<file path="config.mk">
export PLATFORM = sky130hd
export DESIGN_NAME = glitch_sweeper
export DESIGN_NICKNAME = d
export VERILOG_FILES = /design/src/rtl/glitch_sweeper.sv
export SDC_FILE = /design/constraint.sdc
export NUM_CORES = 1
export LEC_CHECK = 0
export ABC_AREA = 1
export CAP_MARGIN = 20
export CELL_PAD_IN_SITES_DETAIL_PLACEMENT = 0
export CELL_PAD_IN_SITES_GLOBAL_PLACEMENT = 1
export CORE_MARGIN = 2
export CORE_UTILIZATION = 41
export CTS_BUF_LIST = sky130_fd_sc_hd__clkbuf_8 sky130_fd_sc_hd__clkbuf_16
export CTS_CLUSTER_DIAMETER = 200
export DETAILED_ROUTE_END_ITERATION = 6
export PLACE_DENSITY = 0.91
export SYNTH_ARGS = -nofsm -noshare
export SYNTH_HDL_FRONTEND = slang
export SYNTH_SLANG_ARGS = --single-unit
</file>
<file path="constraint.sdc">
create_clock -name clk -period 4.7 [get_ports clk]
set_input_delay 1.175 -clock clk [delete_from_list [all_inputs] [get_ports clk]]
set_output_delay 1.175 -clock clk [all_outputs]
set_load 0.02 [all_outputs]
</file>
<file path="src/rtl/glitch_sweeper.sv">
// Glitch delay sweeper: steps a trigger delay across a configured range, arming
// the trigger/success detectors for a number of attempts at each delay point.
module glitch_sweeper #(
  parameter int unsigned TRIG_TIMEOUT   = 48000000,
  parameter int unsigned SUCCESS_WINDOW = 480000
) (
  input  logic        clk,
  input  logic        rst,
  input  logic        start,
  input  logic        abort,
  input  logic [31:0] delay_min,
  input  logic [31:0] delay_max,
  input  logic [15:0] delay_step,
  input  logic [7:0]  attempts,
  input  logic        trigger,
  input  logic        success,
  output logic [31:0] delay,
  output logic        set_delay,
  output logic        trigger_arm,
  output logic        success_arm,
  output logic        busy,
  output logic        done,
  output logic        found,
  output logic [31:0] found_delay,
  output logic [15:0] miss_count
);

  typedef enum logic [2:0] {IDLE, LOAD, WAIT_TRIG, WAIT_SUCC, NEXT, DONE} state_t;

  localparam logic [31:0] TRIG_LAST = 32'(TRIG_TIMEOUT - 1);
  localparam logic [31:0] SUCC_LAST = 32'(SUCCESS_WINDOW - 1);

  state_t      state_q, state_d;
  logic [31:0] cur_q, cur_d, max_q, max_d, cnt_q, cnt_d;
  logic [15:0] step_q, step_d, miss_q, miss_d;
  logic [7:0]  att_q, att_d, attempt_q, attempt_d, att_last;
  logic [31:0] delay_q, delay_d, found_delay_q, found_delay_d;
  logic        set_delay_q, set_delay_d, trig_arm_q, trig_arm_d;
  logic        succ_arm_q, succ_arm_d, busy_q, busy_d, done_q, done_d;
  logic        found_q, found_d;
  logic [32:0] sum;

  always_comb begin
    state_d       = state_q;
    cur_d         = cur_q;
    max_d         = max_q;
    step_d        = step_q;
    att_d         = att_q;
    attempt_d     = attempt_q;
    cnt_d         = cnt_q;
    miss_d        = miss_q;
    found_d       = found_q;
    found_delay_d = found_delay_q;
    sum           = {1'b0, cur_q} + {17'b0, step_q};
    att_last      = (att_q == 8'd0) ? 8'd0 : att_q - 8'd1;

    case (state_q)
      IDLE, DONE: begin
        if (start) begin
          max_d   = delay_max;
          step_d  = delay_step;
          att_d   = attempts;
          found_d = 1'b0;
          if (delay_min <= delay_max && delay_step != 16'd0) begin
            cur_d         = delay_min;
            attempt_d     = 8'd0;
            miss_d        = 16'd0;
            found_delay_d = 32'd0;
            state_d       = LOAD;
          end else begin
            state_d = DONE;
          end
        end
      end
      LOAD: begin
        cnt_d   = 32'd0;
        state_d = WAIT_TRIG;
      end
      WAIT_TRIG: begin
        // trigger beats a coincident timeout
        if (trigger) begin
          cnt_d   = 32'd0;
          state_d = WAIT_SUCC;
        end else if (cnt_q == TRIG_LAST) begin
          if (miss_q != 16'hFFFF) miss_d = miss_q + 16'd1;
          state_d = NEXT;
        end else begin
          cnt_d = cnt_q + 32'd1;
        end
      end
      WAIT_SUCC: begin
        if (success) begin
          found_d       = 1'b1;
          found_delay_d = cur_q;
          state_d       = DONE;
        end else if (cnt_q == SUCC_LAST) begin
          state_d = NEXT;
        end else begin
          cnt_d = cnt_q + 32'd1;
        end
      end
      NEXT: begin
        if (attempt_q < att_last) begin
          attempt_d = attempt_q + 8'd1;
          state_d   = LOAD;
        end else begin
          attempt_d = 8'd0;
          // 33-bit sum catches wrap past 0xFFFFFFFF
          if (sum[32] || sum[31:0] > max_q) begin
            state_d = DONE;
          end else begin
            cur_d   = sum[31:0];
            state_d = LOAD;
          end
        end
      end
      default: state_d = IDLE;
    endcase

    if (abort) begin
      state_d       = IDLE;
      miss_d        = miss_q;
      found_d       = found_q;
      found_delay_d = found_delay_q;
    end

    set_delay_d = (state_d == LOAD);
    delay_d     = (state_d == LOAD) ? cur_d : delay_q;
    trig_arm_d  = (state_d == WAIT_TRIG);
    succ_arm_d  = (state_d == WAIT_SUCC);
    busy_d      = (state_d == LOAD) || (state_d == WAIT_TRIG) ||
                  (state_d == WAIT_SUCC) || (state_d == NEXT);
    done_d      = (state_d == DONE);
  end

  always_ff @(posedge clk or negedge rst) begin
    if (!rst) begin
      state_q       <= IDLE;
      cur_q         <= '0;
      max_q         <= '0;
      step_q        <= '0;
      att_q         <= '0;
      attempt_q     <= '0;
      cnt_q         <= '0;
      miss_q        <= '0;
      found_q       <= 1'b0;
      found_delay_q <= '0;
      delay_q       <= '0;
      set_delay_q   <= 1'b0;
      trig_arm_q    <= 1'b0;
      succ_arm_q    <= 1'b0;
      busy_q        <= 1'b0;
      done_q        <= 1'b0;
    end else begin
      state_q       <= state_d;
      cur_q         <= cur_d;
      max_q         <= max_d;
      step_q        <= step_d;
      att_q         <= att_d;
      attempt_q     <= attempt_d;
      cnt_q         <= cnt_d;
      miss_q        <= miss_d;
      found_q       <= found_d;
      found_delay_q <= found_delay_d;
      delay_q       <= delay_d;
      set_delay_q   <= set_delay_d;
      trig_arm_q    <= trig_arm_d;
      succ_arm_q    <= succ_arm_d;
      busy_q        <= busy_d;
      done_q        <= done_d;
    end
  end

  assign delay       = delay_q;
  assign set_delay   = set_delay_q;
  assign trigger_arm = trig_arm_q;
  assign success_arm = succ_arm_q;
  assign busy        = busy_q;
  assign done        = done_q;
  assign found       = found_q;
  assign found_delay = found_delay_q;
  assign miss_count  = miss_q;

endmodule

</file>
== Word-level counts from Yosys, hierarchy flattened ==
Cells that the tools add are included.

* Register bits: 217
* Input port bits: 94
* Output and inout port bits: 86
* Word-level logic and storage cells: 104

* Bitwise logic cells: 1
* $add $sub $neg: 5
* $lt $le $gt $ge: 3
* Eq/ne operators: 22
* Multiplexer cells: 38
* Reductions and logical operators: 19

{| class="wikitable"
|+ Operator list
! cell !! count
|-
| 32-bit two-way mux || 11
|-
| 32-bit case mux with 2 select lines || 2
|-
| 32-bit case mux with 3 select lines || 1
|-
| 16-bit two-way mux || 5
|-
| 32-bit by 16-bit adder with 33-bit output || 1
|-
| 32-bit by 1-bit adder with 32-bit output (second input constant) || 1
|-
| 32-bit by 19-bit == test with 1-bit output (second input constant) || 1
|-
| 32-bit by 26-bit == test with 1-bit output (second input constant) || 1
|-
| 32-bit greater-than comparator || 1
|-
| 32-bit less-or-equal comparator || 1
|-
| 8-bit two-way mux || 4
|-
| 16-bit case mux with 2 select lines || 1
|-
| 3-bit two-way mux || 9
|-
| 16-bit by 1-bit adder with 16-bit output (second input constant) || 1
|-
| 16-bit != test (second input constant) || 1
|-
| 2-bit != test (second input constant) || 8
|-
| 8-bit case mux with 2 select lines || 1
|-
| 16-bit nonzero test || 1
|-
| 3-bit case mux with 5 select lines || 1
|-
| 3-bit by 2-bit == test with 1-bit output (second input constant) || 4
|-
| 3-bit == test (second input constant) || 4
|-
| 8-bit by 1-bit adder with 8-bit output (second input constant) || 1
|-
| 8-bit zero test || 1
|-
| 8-bit < comparator || 1
|-
| other kinds (17) || 25
|}

== Logic depth before layout (Yosys ltp) ==
* Word-level depth: 11
* Depth in mapped cells: 28
* Depth with buffers taken out: 27

== Least setup slack after synthesis ==
Ideal clock, no wire load.

* Path type: reg2reg
* From: register cur_q[0]
* To: register delay_q[10] (netlist: delay[10])
* Clock period less this slack: 3.459 ns
* Arrival time: 3.394 ns
* Path buffers: 1
* Stages on the path, launching flop included: 27
* Path slack: 1.241 ns
* Setup time: 0.065 ns
* Data required time: 4.635 ns
* Cells stage by stage: dfrtp_1 > ha_1 > fa_1 > nand3_1 > nand3_1 > nand2_1 > nand2_2 > nand3_1 > nand2_1 > nand2_1 > nand2_1 > nand2_1 > inv_1 > ha_1 > nand2_1 > nor2_1 > nand2_1 > nor4_2 > nand3b_1 > nand2_1 > nand2_1 > nand2_2 > nand3_2 > nor2_4 > buf_6 > nand2_1 > nand2_1

* Word-level cells in the longest chain between the ends: 8
* Elaborated cells between the ends (all ways): 11
* Those cells by class: 1 x add/sub; 1 x order compare; 1 x eq/ne; 7 x mux; 1 x reduce/logical

{| class="wikitable"
|+ Ends and longest elaborated chain
! item !! RTL line !! source
|-
| start, declared || 34 || <nowiki>logic [31:0] cur_q, cur_d, max_q, max_d, cnt_q, cnt_d;</nowiki>
|-
| start signal, assigned || 156 || <nowiki>cur_q <= cur_d;</nowiki>
|-
| 32-bit by 16-bit adder with 33-bit output * || 54 || <nowiki>sum = {1'b0, cur_q} + {17'b0, step_q};</nowiki>
|-
| 32-bit greater-than comparator || 109 || <nowiki>if (sum[32] || sum[31:0] > max_q) begin</nowiki>
|-
| 1-bit logical OR || 109 ||
|-
| 3-bit two-way mux || 109 ||
|-
| 3-bit two-way mux || 103 || <nowiki>if (attempt_q < att_last) begin</nowiki>
|-
| 3-bit case mux with 5 select lines || 57 || <nowiki>case (state_q)</nowiki>
|-
| 3-bit two-way mux || 120 || <nowiki>if (abort) begin</nowiki>
|-
| 3-bit by 1-bit == test with 1-bit output || 128 || <nowiki>delay_d = (state_d == LOAD) ? cur_d : delay_q;</nowiki>
|-
| end signal, assigned || 165 || <nowiki>delay_q <= delay_d;</nowiki>
|-
| end, declared || 37 || <nowiki>logic [31:0] delay_q, delay_d, found_delay_q, found_delay_d;</nowiki>
|}

Every way passes the cells marked *; elsewhere a longest branch is shown, timed or not.
A chain may end at the register's enable or synchronous reset.

== Final worst setup path ==
* From: register cur_q[8]
* To: register delay_q[28] (netlist: delay[28])

* Elaborated cells between the ends (all ways): 11
* Those cells by class: 1 x add/sub; 1 x order compare; 1 x eq/ne; 7 x mux; 1 x reduce/logical

{| class="wikitable"
|+ RTL lines
! item !! RTL line
|-
| 32-bit by 16-bit adder with 33-bit output * || 54
|-
| 32-bit greater-than comparator || 109
|-
| 1-bit logical OR || 109
|-
| 32-bit two-way mux * || 109
|-
| 32-bit two-way mux * || 103
|-
| 32-bit case mux with 2 select lines * || 57
|-
| named net cur_d[28] || 34
|}

The timed path passes the listed nets; every way through them passes the cells marked *.

==> results.tsv <==
metric	value	unit
clock_skew	0.0289	ns
worst-r2r-cell-count	23	
synth_top_area_share	36.5	%
fmax	229	MHz
finalMaxSlewViolations	0	
critPathKind	reg -> reg	
r2r_start	cur_q[8]	
grt_antenna_before_repair	4	
synthArstFlopShare	100	%
drt_iter0_markers	1144	
postCtsResizedCells	0	
route.detailed.drc	0	
wl	53100	um
clock-sinks	217	
yosysMostFrequentCell	nand2_1	
htreeDepth	1	
hp-start	delay[25]	
final_hold_viol_count	0	
synth_cells	2147	
crit_start	cur_q[8]	
drtAntennaViolNets	0	
finalPower	12.7	mW
hold_slack	0.479	ns
vias	14767	
relSlewSlack	42.3	%
p_leak	9.23	nW
ir_worst_vdd	0.317	mV
fp.dieArea	37900	um2
whs_path_depth	2	
synth.cell_area	14900	um2
port_buffers	179	
die_x	195	um
ys_top_cells_by_count	nand2_1, inv_1, dfrtp_1, nor2_1, o21ai_0	
fillerInstances	3517	
num_rows	69	
place_congestion	0.994	
post-dp-hpwl	41500	um
ys_warn_count	0	
design.core.area	35700	um2
wl_per_cell	18.9	um
use_met3	5.17	%
hold_class	reg -> reg	
grt_use_total	28.3	%
critPathLaunchType	register	
cts_buffers	26	
insertion_delay	0.57	ns
synth_top_cell_by_area	dfrtp_1	
ctsHoldBuffers	0	
ys_top_cells_by_area	dfrtp_1, nand2_1, inv_1	
placedCellCount	2762	
ys_seq_area_share	36.5	%
grt_max_degree	94	
clkTransAtPathRegs	0.06	ns
syn_area_per_cell	6.94	um2
synth-edff-count	0	
root_buffer	clkbuf_16	
setup_viol	0	
use_met2	46.5	%
period_needed	4.37	ns
crit_path_max_fanout	24	
min_period_over_period	93.0	%
area.growth.synth_to_final	22.6	%
busiest_layer	met2	
r2r-end	delay[28]	
start_util	41.8	%
grt_pass1_wl	83200	um
utilization	51.2	%
p_per_area	694	nW/um2
clockBufferDepth	3	
worst_pin_slew	0.866	ns
critPathCaptureType	register	
ys_types	47	
die_h	195	um
status	finished clean	
holdPathEnd	delay[25]	
ys_ff_latch	217	
drtPass1Iterations	5	
syn_nets	2333	
cp.arrival	4.81	ns
drive_above_1_share	6.77	%
crit_required	5.14	ns
grt_pass1_vias	14836	
drv_cap	0	
cts_tree	built	
grt-ovfl-total	0	
via_per_inst	5.25	
tns	0	ns
io-pin-count	180	
worst-r2r-setup-slack	0.33	ns
cts_setup_buffers	0	
fin_cells	2812	
use_met1	35.9	%
fin_nets	2515	
ys.flop_type	dfrtp_1	
rsz0062_at_grt	false	
==> critical path, stage by stage (launching register included) <==
cell     delay [ns]
dfrtp_1        0.46
ha_1           0.44
nand2_1        0.13
nor2_1         0.29
nand2_1        0.14
nand3_1        0.20
xor2_1         0.60
inv_1          0.11
ha_1           0.31
nand2_1        0.07
nand2_1        0.05
nand3_1        0.06
a21oi_1        0.06
nor2_1         0.10
nand2_1        0.06
nand2_1        0.06
nand2_1        0.04
nand2_1        0.15
buf_4          0.33
nand4_1        0.21
nand3_1        0.12
nand2_1        0.12
nand2_1        0.08
nand2_1        0.04
==> flip-flops by register name, summed over array words and instances, names as in the netlist <==
| signal | count |
|---|---|
| busy | 1 |
| found | 1 |
| attempt_q | 8 |
| trigger_arm | 1 |
| step_q | 16 |
| done | 1 |
| cur_q | 32 |
| set_delay | 1 |
| state_q | 3 |
| success_arm | 1 |
| att_q | 8 |
| delay | 32 |
| miss_count | 16 |
| found_delay | 32 |
| cnt_q | 32 |
| max_q | 32 |
==> where the power goes <==
group	switching [mW]	total, mW	internal, mW
logic	4.95	7.38	2.43
registers	0.639	3.10	2.46
clock network	0.868	2.20	1.33
==> cell families (layout without fill, tap and decap cells) <==
logic type / Yosys count / after routing / share of synthesized area (%)
AND/OR/NAND/NOR: 1171 / 1171 / 33.4
buffers and inverters: 374 / 576 / 9.85
AO/OA/AOI/OAI: 231 / 231 / 8.48
flip-flops: 217 / 217 / 36.5
adder cells (fa/ha/maj): 92 / 92 / 7.78
XOR/XNOR: 41 / 41 / 2.41
multiplexers: 21 / 21 / 1.59
other: 0 / 2 / 0
==> per-layer routing <==
layer  vias up  part of all wire [%]
li1       7213                     -
met1      6890                    42
met2       529                    45
met3       131                   6.8
met4         4                   5.3
met5         -                 0.034
==> layout by cell type, fill, tap and decap left out, drive strengths merged, types with 30 or more instances in the layout <==
cell / Yosys / routed
nand3: 109 / 109
inv: 311 / 314
nand4: 70 / 70
nor3: 30 / 30
xor2: 33 / 33
clkdlybuf4s50: 0 / 178
o21ai: 146 / 146
nand2: 775 / 775
a21oi: 57 / 57
dfrtp: 217 / 217
ha: 91 / 91
nor2: 146 / 146
buf: 29 / 38
==> cell type report <==
type | count | area (um2) | area share (%)
timing repair buffer | 217 | 2140 | 11.7
clock inverter | 20 | 255 | 1.40
multi-input combinational | 1556 | 8010 | 43.8
antenna | 2 | 5.00 | 0.0274
sequential | 217 | 5430 | 29.7
tap | 461 | 577 | 3.16
clock buffer | 28 | 678 | 3.71
inverter | 311 | 1170 | 6.39
==> worst max-delay path by stage <==
| stage | end | slack [ns] |
|---|---|---|
| finish | delay[28] | 0.33 |
| global route | delay[28] | 0.05 |
| CTS | delay[28] | 0.53 |
| detailed placement | delay[18] | 0.40 |
| global placement | delay[18] | 0.43 |
| floorplan | delay[10] | 1.24 |
==> per-stage QoR <==
stage          area [um2]  setup slack, ns
4_1_cts             18300            0.527
3_3_place_gp        17300            0.433
5_1_grt             18300           0.0506
3_5_place_dp        17300            0.402
2_1_floorplan       14900             1.24
6_report            18300            0.329
Note: power is estimated with default switching activity, not from simulation.
==> edit 1 (same flow settings) <==
Re-encode `state_t` (6 states) as one-hot, 6 bits wide.
--- a/src/rtl/glitch_sweeper.sv
+++ b/src/rtl/glitch_sweeper.sv
@@ -26,5 +26,5 @@
 );
 
-  typedef enum logic [2:0] {IDLE, LOAD, WAIT_TRIG, WAIT_SUCC, NEXT, DONE} state_t;
+  typedef enum logic [5:0] {IDLE = 6'b000001, LOAD = 6'b000010, WAIT_TRIG = 6'b000100, WAIT_SUCC = 6'b001000, NEXT = 6'b010000, DONE = 6'b100000} state_t;
 
   localparam logic [31:0] TRIG_LAST = 32'(TRIG_TIMEOUT - 1);
Formal check against the unedited RTL: no difference found for any inputs over 4 cycles, from zero or initial values and one cycle with rst low; so few cycles prove little.
==> edit 1 against the original RTL <==
Synthesized cell count is 7.0% lower; design area is 3.5% lower; critical path depth is 5 higher; wire length is 9.7% lower; highest routed layer is now met4; setup slack better by 67 ps; power is 15% lower; synthesized area is 2.2% lower; final cell count is 6.1% lower; sequential cell count is 3 higher.
==> edit 1: results <==
[run_status]
outcome = "finished clean"

[worst_setup_path]
critical_path.max_fanout = 28
crit_arrival_ps = 4760
worst_r2r_startpoint = "cur_q[0]"
worst_path_max_delay_cell = "sky130_fd_sc_hd__fa_1"
reg2reg_to = "delay[5]"

[placement]
globalplace.congestion = 0.9775
dpl_cell_area_mm2 = 0.01678
detailedPlace.worstSlack_ps = 382.7

[worst_hold_path]
worstHoldEndpoint = "step_q[8]"

[power_and_ir_drop]
net_switching_w = 0.005258

[logic_synthesis]
postSynthNetCount = 2183
yosys.cell_types.count = 56
yosys-mux-area-fraction = 0
synth_compound_area_frac = 0.1058

[final_layout]
drive_gt1_frac = 0.07064
stdcell_area_mm2 = 0.01763
nets = 2352

[global_route]
maximum_number_of_pins_on_one_net_before_global_route_repair = 101
antenna_found_initial = 0
grt_pass1_wl_um = 74460

[routing]
drt_iter0_markers = 1197
vias_per_cell = 5.307

[timing]
final.setup_skew_ps = 21.57
max-slew-margin-rel = 0.4803
==> edit 1: area by class of cell <==
class,count,share of cell area
well taps,461,0.03272
inverters,262,0.05607
flip-flops and latches,220,0.3123
clock buffers,29,0.03925
repair buffers,200,0.1132
clock inverters,13,0.006246
multi-input cells,1456,0.4402
==> edit 1: power by group through the flow <==
stage          clock (W)  sequential, W  combinational, W
3_5_place_dp           0        0.00299           0.00574
6_report         0.00192        0.00300           0.00588
4_1_cts          0.00195        0.00298           0.00578
5_1_grt          0.00202        0.00306           0.00660
2_1_floorplan          0        0.00297           0.00385
3_3_place_gp           0        0.00301           0.00561
==> edit 1: worst max-delay path by stage <==
stage | from | endpoint | slack (ps)
2_1_floorplan | cur_q[0] | delay[2] | 1090
3_3_place_gp | cur_q[0] | delay[14] | 410
3_5_place_dp | cur_q[0] | delay[14] | 380
4_1_cts | cur_q[0] | delay[14] | 370
5_1_grt | cur_q[0] | delay[17] | -0.5
6_report | cur_q[0] | delay[5] | 400
==> edit 1: per-layer routing <==
metal | track usage | wire, um
met5 | 0 | 0
met4 | 0.06635 | 1288
met3 | 0.05146 | 3865
met2 | 0.4084 | 21170
met1 | 0.3644 | 21610
==> edit 1: repair_timing <==
| action | in CTS | in global routing |
|---|---|---|
| buffers inserted | 0 | 4 |
| resized for setup | 0 | 3 |
| setup endpoints to repair | 0 | 33 |
==> edit 1: logic make-up (layout without fill, tap and decap cells) <==
group | Yosys count | count (layout)
xor gates and xnor gates | 45 | 45
buffers and inverters | 321 | 504
adders and majority gates | 92 | 92
DFF | 220 | 220
and+or+nand+nor | 1052 | 1052
AOI/OAI and AO/OA | 267 | 267
==> edit 2 (same flow settings) <==
Made on the original files. Change the parameter `TRIG_TIMEOUT` from 48000000 to 24000000.
--- a/src/rtl/glitch_sweeper.sv
+++ b/src/rtl/glitch_sweeper.sv
@@ -2,5 +2,5 @@
 // the trigger/success detectors for a number of attempts at each delay point.
 module glitch_sweeper #(
-  parameter int unsigned TRIG_TIMEOUT   = 48000000,
+  parameter int unsigned TRIG_TIMEOUT   = 24000000,
   parameter int unsigned SUCCESS_WINDOW = 480000
 ) (
Check against the original RTL: same outputs for any inputs over 4 cycles, from zero or initial values and one cycle with rst low; that may be too few to reach the edited logic, so the function may still have changed.
==> edit 2 against the original RTL <==
Synthesized area rose by 0.71%; sequential share of layout area down 0.095 points; design area up 0.32%; setup slack better by 51 ps; power fell by 3.3%; wire length shrank 7.6%; die area grew 0.70%; sequential cell count unchanged; critical endpoint unchanged; largest cell class unchanged.
==> edit 2: results <==
[run_status]
outcome = "finished clean"

[global_route]
grt_pass1_vias = 14450
maximum_number_of_pins_on_one_net_before_global_route_repair = 109
track_usage = 0.2585

[worst_setup_path]
crit_arrival_ps = 4820
cpPeakStageDelay_ps = 430
setup.reg_to_reg.worst_slack_ps = 380
critical_path.max_fanout = 22
worst_path_max_delay_cell = "sky130_fd_sc_hd__fa_1"

[final_layout]
nets = 2530
final.clkbuf_count = 37
seq_area_frac = 0.2964
layout.clock.cell_area_share = 0.05238
area_growth_pct = 22.13
antennaDiodeCount = 1
final_cell_count_no_fill = 2832
num-nonclk-buffers = 205

[power_and_ir_drop]
seq-power_w = 0.00300
pwr-share-comb = 0.574
net_switching_w = 0.006002
p_per_area_mw_per_mm2 = 669.4
leakagePower_nw = 9.236

[logic_synthesis]
synth.yosys.seq_area_share = 0.3620
yosys.cell_types.count = 46
netlist_instances = 2178
ranking_of_synthesized_cells_by_area = "sky130_fd_sc_hd__dfrtp_1 (36%), sky130_fd_sc_hd__nand2_1 (19%), sky130_fd_sc_hd__inv_1 (8.4%), sky130_fd_sc_hd__ha_1 (7.6%), sky130_fd_sc_hd__o21ai_0 (4.8%)"

[timing]
final.setup_skew_ps = 27.01
fmax_ghz = 0.2315

[routing]
drt_iter0_markers = 1189

[worst_hold_path]
hold_path.startpoint = "delay[29]"

[placement]
globalplace.congestion = 0.9513
## edit 2: cells by family (layout without fill, tap and decap cells)
family / count (synthesis) / count (layout) / share of synthesized area
xor+xnor: 46 / 46 / 0.02686
flops: 217 / 217 / 0.3620
fa+ha+maj: 92 / 92 / 0.07724
other cells: 0 / 1 / 0
mux: 20 / 20 / 0.01501
compound gates: 232 / 232 / 0.08416
simple gates: 1164 / 1164 / 0.3286
buf+inv: 407 / 592 / 0.1061
## edit 2: per-layer routing
layer	up-vias	track usage	part of all wire
met5	-	0	0
met4	0	0.08567	0.034
met3	94	0.04059	0.065
met2	516	0.4164	0.45
met1	6940	0.3555	0.45
li1	7270	-	-
## edit 2: final timing paths
kind	endpoint	cells past startpoint
min in group asynchronous	delay[3]	1
worst min-delay path	delay[29]	2
worst max-delay path	delay[28]	27
worst max register to register	delay[28]	27
max in group asynchronous	found_delay[20]	2
worst min register to register	delay[29]	2
## edit 2: timing repair
action                     in CTS  in global routing
gates resized for setup         0                  3
setup endpoints to repair       0                 28
setup buffers                   0                  1
